File: config.mk
export PLATFORM = sky130hd
export DESIGN_NAME = id_ex_pipe_reg_flat
export DESIGN_NICKNAME = d
export VERILOG_FILES = /design/src/rtl/id_ex_pipe_reg_if.sv /design/src/rtl/id_ex_pipe_reg.sv /design/src/flat_wrapper.sv
export SDC_FILE = /design/constraint.sdc
export NUM_CORES = 1
export LEC_CHECK = 0
export CORE_AREA = 2 2 154 156
export CTS_BUF_LIST = sky130_fd_sc_hd__clkbuf_16
export DETAILED_ROUTE_END_ITERATION = 8
export DIE_AREA = 0 0 156 158
export HOLD_SLACK_MARGIN = 0.03
export PLACE_DENSITY = 0.69
export SLEW_MARGIN = 20
export SYNTH_ARGS = -nofsm -noshare
export SYNTH_HDL_FRONTEND = slang
export SYNTH_SLANG_ARGS = --single-unit
File: constraint.sdc
create_clock -name clk -period 2.2 [get_ports clk]
set_input_delay 0.44 -clock clk [delete_from_list [all_inputs] [get_ports clk]]
set_output_delay 0.44 -clock clk [all_outputs]
set_load 0.01 [all_outputs]
File: src/rtl/id_ex_pipe_reg_if.sv
// rtl/id_ex_pipe_reg_if.sv - decode-to-execute pipeline register bundle
// Purpose: groups the hazard controls, the decode-stage word (D) and the
//          execute-stage word (E) of the ID/EX register into one bundle.
// Ports (modport master = decode/hazard side, slave = pipeline register):
//   stallE, flushE                      hazard unit controls
//   validD, control D fields, rd1D..pcPlus4D, rs1D/rs2D/rdD
//   validE, control E fields, rd1E..pcPlus4E, rs1E/rs2E/rdE
//   bubbleCount                         bubbles inserted since reset
interface id_ex_pipe_reg_if #(
    parameter int XLEN = 32,
    parameter int CNTW = 16
);
    logic            stallE;
    logic            flushE;

    logic            validD;
    logic            regWriteD;
    logic            memWriteD;
    logic            ALUSrcD;
    logic            luiD;
    logic [1:0]      resultSrcD;
    logic [1:0]      jumpD;
    logic [2:0]      branchD;
    logic [2:0]      ALUControlD;
    logic [XLEN-1:0] rd1D;
    logic [XLEN-1:0] rd2D;
    logic [XLEN-1:0] immExtD;
    logic [XLEN-1:0] pcD;
    logic [XLEN-1:0] pcPlus4D;
    logic [4:0]      rs1D;
    logic [4:0]      rs2D;
    logic [4:0]      rdD;

    logic            validE;
    logic            regWriteE;
    logic            memWriteE;
    logic            ALUSrcE;
    logic            luiE;
    logic [1:0]      resultSrcE;
    logic [1:0]      jumpE;
    logic [2:0]      branchE;
    logic [2:0]      ALUControlE;
    logic [XLEN-1:0] rd1E;
    logic [XLEN-1:0] rd2E;
    logic [XLEN-1:0] immExtE;
    logic [XLEN-1:0] pcE;
    logic [XLEN-1:0] pcPlus4E;
    logic [4:0]      rs1E;
    logic [4:0]      rs2E;
    logic [4:0]      rdE;
    logic [CNTW-1:0] bubbleCount;

    modport master (
        output stallE, flushE,
        output validD, regWriteD, memWriteD, ALUSrcD, luiD, resultSrcD, jumpD,
               branchD, ALUControlD, rd1D, rd2D, immExtD, pcD, pcPlus4D,
               rs1D, rs2D, rdD,
        input  validE, regWriteE, memWriteE, ALUSrcE, luiE, resultSrcE, jumpE,
               branchE, ALUControlE, rd1E, rd2E, immExtE, pcE, pcPlus4E,
               rs1E, rs2E, rdE, bubbleCount
    );

    modport slave (
        input  stallE, flushE,
        input  validD, regWriteD, memWriteD, ALUSrcD, luiD, resultSrcD, jumpD,
               branchD, ALUControlD, rd1D, rd2D, immExtD, pcD, pcPlus4D,
               rs1D, rs2D, rdD,
        output validE, regWriteE, memWriteE, ALUSrcE, luiE, resultSrcE, jumpE,
               branchE, ALUControlE, rd1E, rd2E, immExtE, pcE, pcPlus4E,
               rs1E, rs2E, rdE, bubbleCount
    );
endinterface

File: src/rtl/id_ex_pipe_reg.sv
// rtl/id_ex_pipe_reg.sv - ID/EX pipeline register with stall, flush and bubble counter
// Purpose: registers the decode word for the execute stage. Priority per edge:
//          rst (clear all) > flushE (load all-zero bubble, count it) >
//          stallE (hold) > advance (copy D to E).
// Ports:
//   clk  core clock, rising edge
//   rst  synchronous active-high reset
//   bus  id_ex_pipe_reg_if.slave: D inputs, hazard controls, E outputs,
//        bubbleCount
module id_ex_pipe_reg #(
    parameter int XLEN = 32,
    parameter int CNTW = 16
) (
    input logic             clk,
    input logic             rst,
    id_ex_pipe_reg_if.slave bus
);
    typedef struct packed {
        logic            valid;
        logic            regWrite;
        logic            memWrite;
        logic            aluSrc;
        logic            lui;
        logic [1:0]      resultSrc;
        logic [1:0]      jump;
        logic [2:0]      branch;
        logic [2:0]      aluControl;
        logic [XLEN-1:0] rd1;
        logic [XLEN-1:0] rd2;
        logic [XLEN-1:0] immExt;
        logic [XLEN-1:0] pc;
        logic [XLEN-1:0] pcPlus4;
        logic [4:0]      rs1;
        logic [4:0]      rs2;
        logic [4:0]      rd;
    } ex_word_t;

    ex_word_t        word_in;
    ex_word_t        word_d;
    ex_word_t        word_q;
    logic [CNTW-1:0] count_d;
    logic [CNTW-1:0] count_q;

    // Reserved encodings travel through untouched; no decode checks here.
    assign word_in = '{
        valid:      bus.validD,
        regWrite:   bus.regWriteD,
        memWrite:   bus.memWriteD,
        aluSrc:     bus.ALUSrcD,
        lui:        bus.luiD,
        resultSrc:  bus.resultSrcD,
        jump:       bus.jumpD,
        branch:     bus.branchD,
        aluControl: bus.ALUControlD,
        rd1:        bus.rd1D,
        rd2:        bus.rd2D,
        immExt:     bus.immExtD,
        pc:         bus.pcD,
        pcPlus4:    bus.pcPlus4D,
        rs1:        bus.rs1D,
        rs2:        bus.rs2D,
        rd:         bus.rdD
    };

    always_comb begin
        word_d  = word_q;
        count_d = count_q;
        if (bus.flushE) begin
            // All-zero bubble: no register/memory write, no jump or branch.
            word_d  = '0;
            count_d = count_q + CNTW'(1);   // wraps modulo 2^CNTW
        end else if (!bus.stallE) begin
            word_d = word_in;
        end
    end

    always_ff @(posedge clk) begin
        if (rst) begin
            word_q  <= '0;
            count_q <= '0;
        end else begin
            word_q  <= word_d;
            count_q <= count_d;
        end
    end

    assign bus.validE      = word_q.valid;
    assign bus.regWriteE   = word_q.regWrite;
    assign bus.memWriteE   = word_q.memWrite;
    assign bus.ALUSrcE     = word_q.aluSrc;
    assign bus.luiE        = word_q.lui;
    assign bus.resultSrcE  = word_q.resultSrc;
    assign bus.jumpE       = word_q.jump;
    assign bus.branchE     = word_q.branch;
    assign bus.ALUControlE = word_q.aluControl;
    assign bus.rd1E        = word_q.rd1;
    assign bus.rd2E        = word_q.rd2;
    assign bus.immExtE     = word_q.immExt;
    assign bus.pcE         = word_q.pc;
    assign bus.pcPlus4E    = word_q.pcPlus4;
    assign bus.rs1E        = word_q.rs1;
    assign bus.rs2E        = word_q.rs2;
    assign bus.rdE         = word_q.rd;
    assign bus.bubbleCount = count_q;
endmodule

File: src/flat_wrapper.sv
// flat-port wrapper written by rule: the top's interface ports become plain ports
module id_ex_pipe_reg_flat 
#(
    parameter int XLEN = 32,
    parameter int CNTW = 16
)
  (clk, rst, bus_stallE, bus_flushE, bus_validD, bus_regWriteD, bus_memWriteD, bus_ALUSrcD, bus_luiD, bus_resultSrcD, bus_jumpD, bus_branchD, bus_ALUControlD, bus_rd1D, bus_rd2D, bus_immExtD, bus_pcD, bus_pcPlus4D, bus_rs1D, bus_rs2D, bus_rdD, bus_validE, bus_regWriteE, bus_memWriteE, bus_ALUSrcE, bus_luiE, bus_resultSrcE, bus_jumpE, bus_branchE, bus_ALUControlE, bus_rd1E, bus_rd2E, bus_immExtE, bus_pcE, bus_pcPlus4E, bus_rs1E, bus_rs2E, bus_rdE, bus_bubbleCount);
  id_ex_pipe_reg_if #(.XLEN(XLEN), .CNTW(CNTW)) bus_i ();
  input logic clk;
  input logic rst;
  input wire logic [$bits(bus_i.stallE)-1:0] bus_stallE;
  input wire logic [$bits(bus_i.flushE)-1:0] bus_flushE;
  input wire logic [$bits(bus_i.validD)-1:0] bus_validD;
  input wire logic [$bits(bus_i.regWriteD)-1:0] bus_regWriteD;
  input wire logic [$bits(bus_i.memWriteD)-1:0] bus_memWriteD;
  input wire logic [$bits(bus_i.ALUSrcD)-1:0] bus_ALUSrcD;
  input wire logic [$bits(bus_i.luiD)-1:0] bus_luiD;
  input wire logic [$bits(bus_i.resultSrcD)-1:0] bus_resultSrcD;
  input wire logic [$bits(bus_i.jumpD)-1:0] bus_jumpD;
  input wire logic [$bits(bus_i.branchD)-1:0] bus_branchD;
  input wire logic [$bits(bus_i.ALUControlD)-1:0] bus_ALUControlD;
  input wire logic [$bits(bus_i.rd1D)-1:0] bus_rd1D;
  input wire logic [$bits(bus_i.rd2D)-1:0] bus_rd2D;
  input wire logic [$bits(bus_i.immExtD)-1:0] bus_immExtD;
  input wire logic [$bits(bus_i.pcD)-1:0] bus_pcD;
  input wire logic [$bits(bus_i.pcPlus4D)-1:0] bus_pcPlus4D;
  input wire logic [$bits(bus_i.rs1D)-1:0] bus_rs1D;
  input wire logic [$bits(bus_i.rs2D)-1:0] bus_rs2D;
  input wire logic [$bits(bus_i.rdD)-1:0] bus_rdD;
  output wire logic [$bits(bus_i.validE)-1:0] bus_validE;
  output wire logic [$bits(bus_i.regWriteE)-1:0] bus_regWriteE;
  output wire logic [$bits(bus_i.memWriteE)-1:0] bus_memWriteE;
  output wire logic [$bits(bus_i.ALUSrcE)-1:0] bus_ALUSrcE;
  output wire logic [$bits(bus_i.luiE)-1:0] bus_luiE;
  output wire logic [$bits(bus_i.resultSrcE)-1:0] bus_resultSrcE;
  output wire logic [$bits(bus_i.jumpE)-1:0] bus_jumpE;
  output wire logic [$bits(bus_i.branchE)-1:0] bus_branchE;
  output wire logic [$bits(bus_i.ALUControlE)-1:0] bus_ALUControlE;
  output wire logic [$bits(bus_i.rd1E)-1:0] bus_rd1E;
  output wire logic [$bits(bus_i.rd2E)-1:0] bus_rd2E;
  output wire logic [$bits(bus_i.immExtE)-1:0] bus_immExtE;
  output wire logic [$bits(bus_i.pcE)-1:0] bus_pcE;
  output wire logic [$bits(bus_i.pcPlus4E)-1:0] bus_pcPlus4E;
  output wire logic [$bits(bus_i.rs1E)-1:0] bus_rs1E;
  output wire logic [$bits(bus_i.rs2E)-1:0] bus_rs2E;
  output wire logic [$bits(bus_i.rdE)-1:0] bus_rdE;
  output wire logic [$bits(bus_i.bubbleCount)-1:0] bus_bubbleCount;
  assign bus_i.stallE = bus_stallE;
  assign bus_i.flushE = bus_flushE;
  assign bus_i.validD = bus_validD;
  assign bus_i.regWriteD = bus_regWriteD;
  assign bus_i.memWriteD = bus_memWriteD;
  assign bus_i.ALUSrcD = bus_ALUSrcD;
  assign bus_i.luiD = bus_luiD;
  assign bus_i.resultSrcD = bus_resultSrcD;
  assign bus_i.jumpD = bus_jumpD;
  assign bus_i.branchD = bus_branchD;
  assign bus_i.ALUControlD = bus_ALUControlD;
  assign bus_i.rd1D = bus_rd1D;
  assign bus_i.rd2D = bus_rd2D;
  assign bus_i.immExtD = bus_immExtD;
  assign bus_i.pcD = bus_pcD;
  assign bus_i.pcPlus4D = bus_pcPlus4D;
  assign bus_i.rs1D = bus_rs1D;
  assign bus_i.rs2D = bus_rs2D;
  assign bus_i.rdD = bus_rdD;
  assign bus_validE = bus_i.validE;
  assign bus_regWriteE = bus_i.regWriteE;
  assign bus_memWriteE = bus_i.memWriteE;
  assign bus_ALUSrcE = bus_i.ALUSrcE;
  assign bus_luiE = bus_i.luiE;
  assign bus_resultSrcE = bus_i.resultSrcE;
  assign bus_jumpE = bus_i.jumpE;
  assign bus_branchE = bus_i.branchE;
  assign bus_ALUControlE = bus_i.ALUControlE;
  assign bus_rd1E = bus_i.rd1E;
  assign bus_rd2E = bus_i.rd2E;
  assign bus_immExtE = bus_i.immExtE;
  assign bus_pcE = bus_i.pcE;
  assign bus_pcPlus4E = bus_i.pcPlus4E;
  assign bus_rs1E = bus_i.rs1E;
  assign bus_rs2E = bus_i.rs2E;
  assign bus_rdE = bus_i.rdE;
  assign bus_bubbleCount = bus_i.bubbleCount;
  id_ex_pipe_reg #(.XLEN(XLEN), .CNTW(CNTW)) u_core (.clk(clk), .rst(rst), .bus(bus_i));
endmodule
; Yosys cells after proc, flatten, opt, wreduce, memory -nomap -nowiden
; Cells that the tools add are included.
[totals]
register_bits = 206
latch_bits = 0
ramBits = 0
romBits = 0
input_bits = 194
out_inout_bits = 206
elab_cells = 20
mem_count = 0
[op_classes]
add_sub_neg = 1
multipliers = 0
n_div = 0
n_lt_le_gt_ge = 0
n_eq_ne = 0
shift = 0
muxes = 0
n_bitwise = 0
reduce_logical = 1
[ops]
columns = op, count
row1 = $add 16x1->16 const B, 1
row2 = $reduce_or 2->1, 1

; Longest topological paths before layout
[depth]
depth_word = 1
mapped_depth = 6
ltp_nobuf = 4

; Least setup slack after synthesis
; OpenSTA, ideal clock, no wires.
[synth_timing]
kind = reg2reg
startpoint = register u_core.count_q[0] (netlist: u_core.bus.bubbleCount[0])
endpoint = register u_core.count_q[12] (netlist: u_core.bus.bubbleCount[12])
setup_ps = 121
arrival_time_ps = 1477
required_time_ps = 2079
slack_ps = 602
stages_incl_launch_ff = 5
path_buffers = 0
period_less_slack_ps = 1598
path_cell_list = dfxtp_1 -> ha_1 -> nand3_2 -> nor4_1 -> mux2_2
[synth_via]
elab_chain_len = 1
[synth_rtl]
columns = item, line
row1 = start: declaration, id_ex_pipe_reg.sv:42  ; logic [CNTW-1:0] count_q;
row2 = start signal: assignment, id_ex_pipe_reg.sv:83  ; count_q <= count_d;
row3 = $add 16x1->16, id_ex_pipe_reg.sv:71  ; count_d = count_q + CNTW'(1);
; Every way passes these cells.
; A chain may end at the register's enable or synchronous reset.

; Worst setup path in the final report
[layout_timing]
startpoint = register u_core.count_q[2] (netlist: u_core.bus.bubbleCount[2])
endpoint = output bus_bubbleCount[2]
[layout_rtl]
columns = item, line
row1 = end: declaration, flat_wrapper.sv:47  ; output wire logic [$bits(bus_i.bubbleCount)-1:0] bus_bubbleCount;
; No word-level cell between the ends.

==> impl_results.md <==
- Placed Cells incl. Taps: 1362
- Tot GR Track Use: 17.2%
- Post-CTS setup buffer count: 0
- Critical path type: reg2out
- Final core occ: 54.6%
- Total CTS buffers: 24
- DR pass1 iterations: 4
- Syn Inst Count: 697
- Post-Synth Simple-Gate Area: 12.8%
- Worst Path Required: about 1.8 ns
- CTS Sinks: 206
- Iteration-0 DRC Markers: 203
- Critical path endpoint category: output port
- CP Launch Type: flop
- Max FO, Critical Path: 6
- Worst Path Arrival: between 1.5 and 2 ns
- Maximum VDD drop: 727 µV
- Async set or reset register ratio after synthesis: 0%
- Final layout net count: 1293
- Htree depth: 1
- Largest net degree at the start of global routing: 36
- IO buf count: 399
- Status: finished, final reports clean
- Routability cong.: 0.779
- Largest family of logic cells by synthesized area: multiplexers
- Clock latency on the worst-skew pair: a little over 0.5 ns
- Setup-failing EPs final: 0
- Final worst path period share: 92.4%
- Die X: 156 µm
- Detailed placement HPWL: ~17000 µm
- Post-synth EDFFs: 0
- DRC Markers: 0
- First-pass GRT wire length: 34100 µm
- Core area: 23100 µm²
- Main synth FF type: dfxtp_1
- Reg clk slew, reported paths: 0.06 ns
- Mux contribution to synthesized area: 26.4%
- Leak: between 5 and 6 nW
- Post-Synth Adder-Cell Area: less than 1%
- Crit-path cells: clkdlybuf4s50_1
- Netlist cell types: 27
- Final ANT Viol Nets: 0
- N_diodes: 0
- CTS tree: built
- RSZ-0062 raised after global routing: false
- Full die area: between 20000 and 25000 µm²
- Buf/Inv on CP: 1
- HP Class: in2reg
- Initial Util: between 30% and 40%
- Layout cells sized above 1: 5.29%
- Io pins: 400
- Number of synthesized register bits: 206
- Hold buffer count at cts: 0
- Area leader, netlist: dfxtp_1
- Post-route cell area: between 10000 and 15000 µm²
- Max clock buf depth: 3
- Max-cap violations: 0
- Worst path slowest cell: clkdlybuf4s50_1
- Compound-Gate Fraction of Synth Area: 0.874%
- Initial antenna violation count: 0
- Site Rows: 56
- Root buffer cell: clkbuf_16
- CP delay by family, top: buffers and inverters
- Vias/cell: roughly 4.5
- Min cycle time layout: around 2.0 ns
- Mapped cell area: between 7000 and 8000 µm²
- Area Overhead vs Synth: 69.2%
- Hold Fails Final Rpt: 0
- Power Density: 693 nW/µm²
- Max-slew headroom: around 70%
- Avg Inst Size Synth: 10.7 µm²
- Worst-margin pin slew: 0.468 ns
- Post-Syn Nets: 892
- Drt total wl: 22500 µm
- Yosys warnings: 0
- Synth area leaders: dfxtp_1 55%, mux2i_1 26%, nor2_1 10%, buf_2 1.7%, buf_6 1.5%
- FMAX: 492 MHz
- Die Span Y: 158 µm
- Clock skew: ~0.0073 ns
- Post-synth top cells: 206 x dfxtp_1, 200 x nor2_1, 191 x mux2i_1, 25 x buf_2, 10 x buf_6
- Overflow after GRT: 0
- Yosys top cell area share: a little under three fifths
- Non-filler cells, final: 1405
- DR vias: 6382
- Drt wl/cell: 16.0 µm
- Sequential share of the synthesized area: 55.4%
- Final slew viol count: 0
- CP peak stage delay: 0.61 ns
- Most common cell in the netlist: dfxtp_1
- Post-cts repair resize count: 0
- Placed cell areas: 11900 µm²
- Xor/xnor share of the synthesized area: 0.471%
- Vias in the first global route: 6393
- Final TNS setup: 0 ns
[cell usage in the layout, fill, tap and decap left out, drive strengths merged]
cell / Yosys / routed
o21ai: 4 / 4
or3: 3 / 3
nand4: 6 / 6
o31ai: 2 / 2
dfxtp: 206 / 206
mux2i: 191 / 191
clkinv: 0 / 8
nor4: 5 / 5
or4b: 1 / 1
clkbuf: 9 / 25
xor2: 3 / 3
inv: 1 / 9
or2: 1 / 1
nand3: 4 / 4
mux2: 5 / 5
xnor2: 1 / 1
nor2b: 5 / 5
buf: 37 / 23
ha: 1 / 1
nand2: 4 / 4
a21oi: 6 / 6
or4: 2 / 2
bufinv: 0 / 1
clkdlybuf4s50: 0 / 398
clkinvlp: 0 / 1
nor2: 200 / 200
[metal layers]
layer	vias up	global-route usage (%)	part of all wire [%]
met3	45	8.08	12
met2	290	29.9	47
li1	3142	-	-
met5	-	0	0
met1	2905	18.7	38
met4	0	5.33	2.8
[sequential cells by signal, indices dropped and copies added, names as in the netlist, 2 cells and up]
name	cells
u_core.bus.ALUControlE	3
u_core.bus.branchE	3
u_core.bus.bubbleCount	16
u_core.bus.immExtE	32
u_core.bus.jumpE	2
u_core.bus.pcE	32
u_core.bus.pcPlus4E	32
u_core.bus.rd1E	32
u_core.bus.rd2E	32
u_core.bus.rdE	5
u_core.bus.resultSrcE	2
u_core.bus.rs1E	5
u_core.bus.rs2E	5
[area by class of cell]
type | count | area (µm²)
fillers | 2083 | 10500
repair buffers | 421 | 4330
flip-flops and latches | 206 | 4120
multi-input cells | 444 | 3040
clock buffers | 25 | 626
well taps | 290 | 363
clock inverters | 18 | 111
inverters | 1 | 3.75
[per-stage QoR]
step	total power, mW	setup WS, ns	hold WS [ns]
CTS	8.87	0.124	0.391
finish	8.73	0.167	0.395
detailed placement	5.14	0.162	0.483
global placement	5.12	0.185	0.472
floorplan	4.44	0.602	0.514
global route	9.11	0.0968	0.396
[worst paths after layout]
kind / startpoint / to / slack [ns] / cells after the start
setup / recovery: u_core.bus.bubbleCount[2] / bus_bubbleCount[2] / 0.17 / 1
hold / removal: bus_stallE / u_core.bus.rd2E[30] / 0.40 / 3
setup reg to reg: u_core.bus.bubbleCount[4] / u_core.bus.bubbleCount[14] / 0.38 / 3
hold reg to reg: u_core.bus.pcPlus4E[11] / u_core.bus.pcPlus4E[11] / 0.49 / 2
[logic make-up (layout without fill, tap and decap cells)]
| logic type | count (synthesis) | after routing |
|---|---|---|
| AND/OR/NAND/NOR | 231 | 231 |
| flip-flops | 206 | 206 |
| multiplexers | 196 | 196 |
| buffers and inverters | 47 | 465 |
| AO/OA/AOI/OAI | 12 | 12 |
| XOR/XNOR | 4 | 4 |
| adder cells (fa/ha/maj) | 1 | 1 |
[power breakdown]
part | switching [mW] | internal (mW)
clock network | 1.51 | 2.16
registers | 0.0644 | 3.85
logic | 0.416 | 0.718
total | 1.99 | 6.73
(Power assumes the default switching activity.)
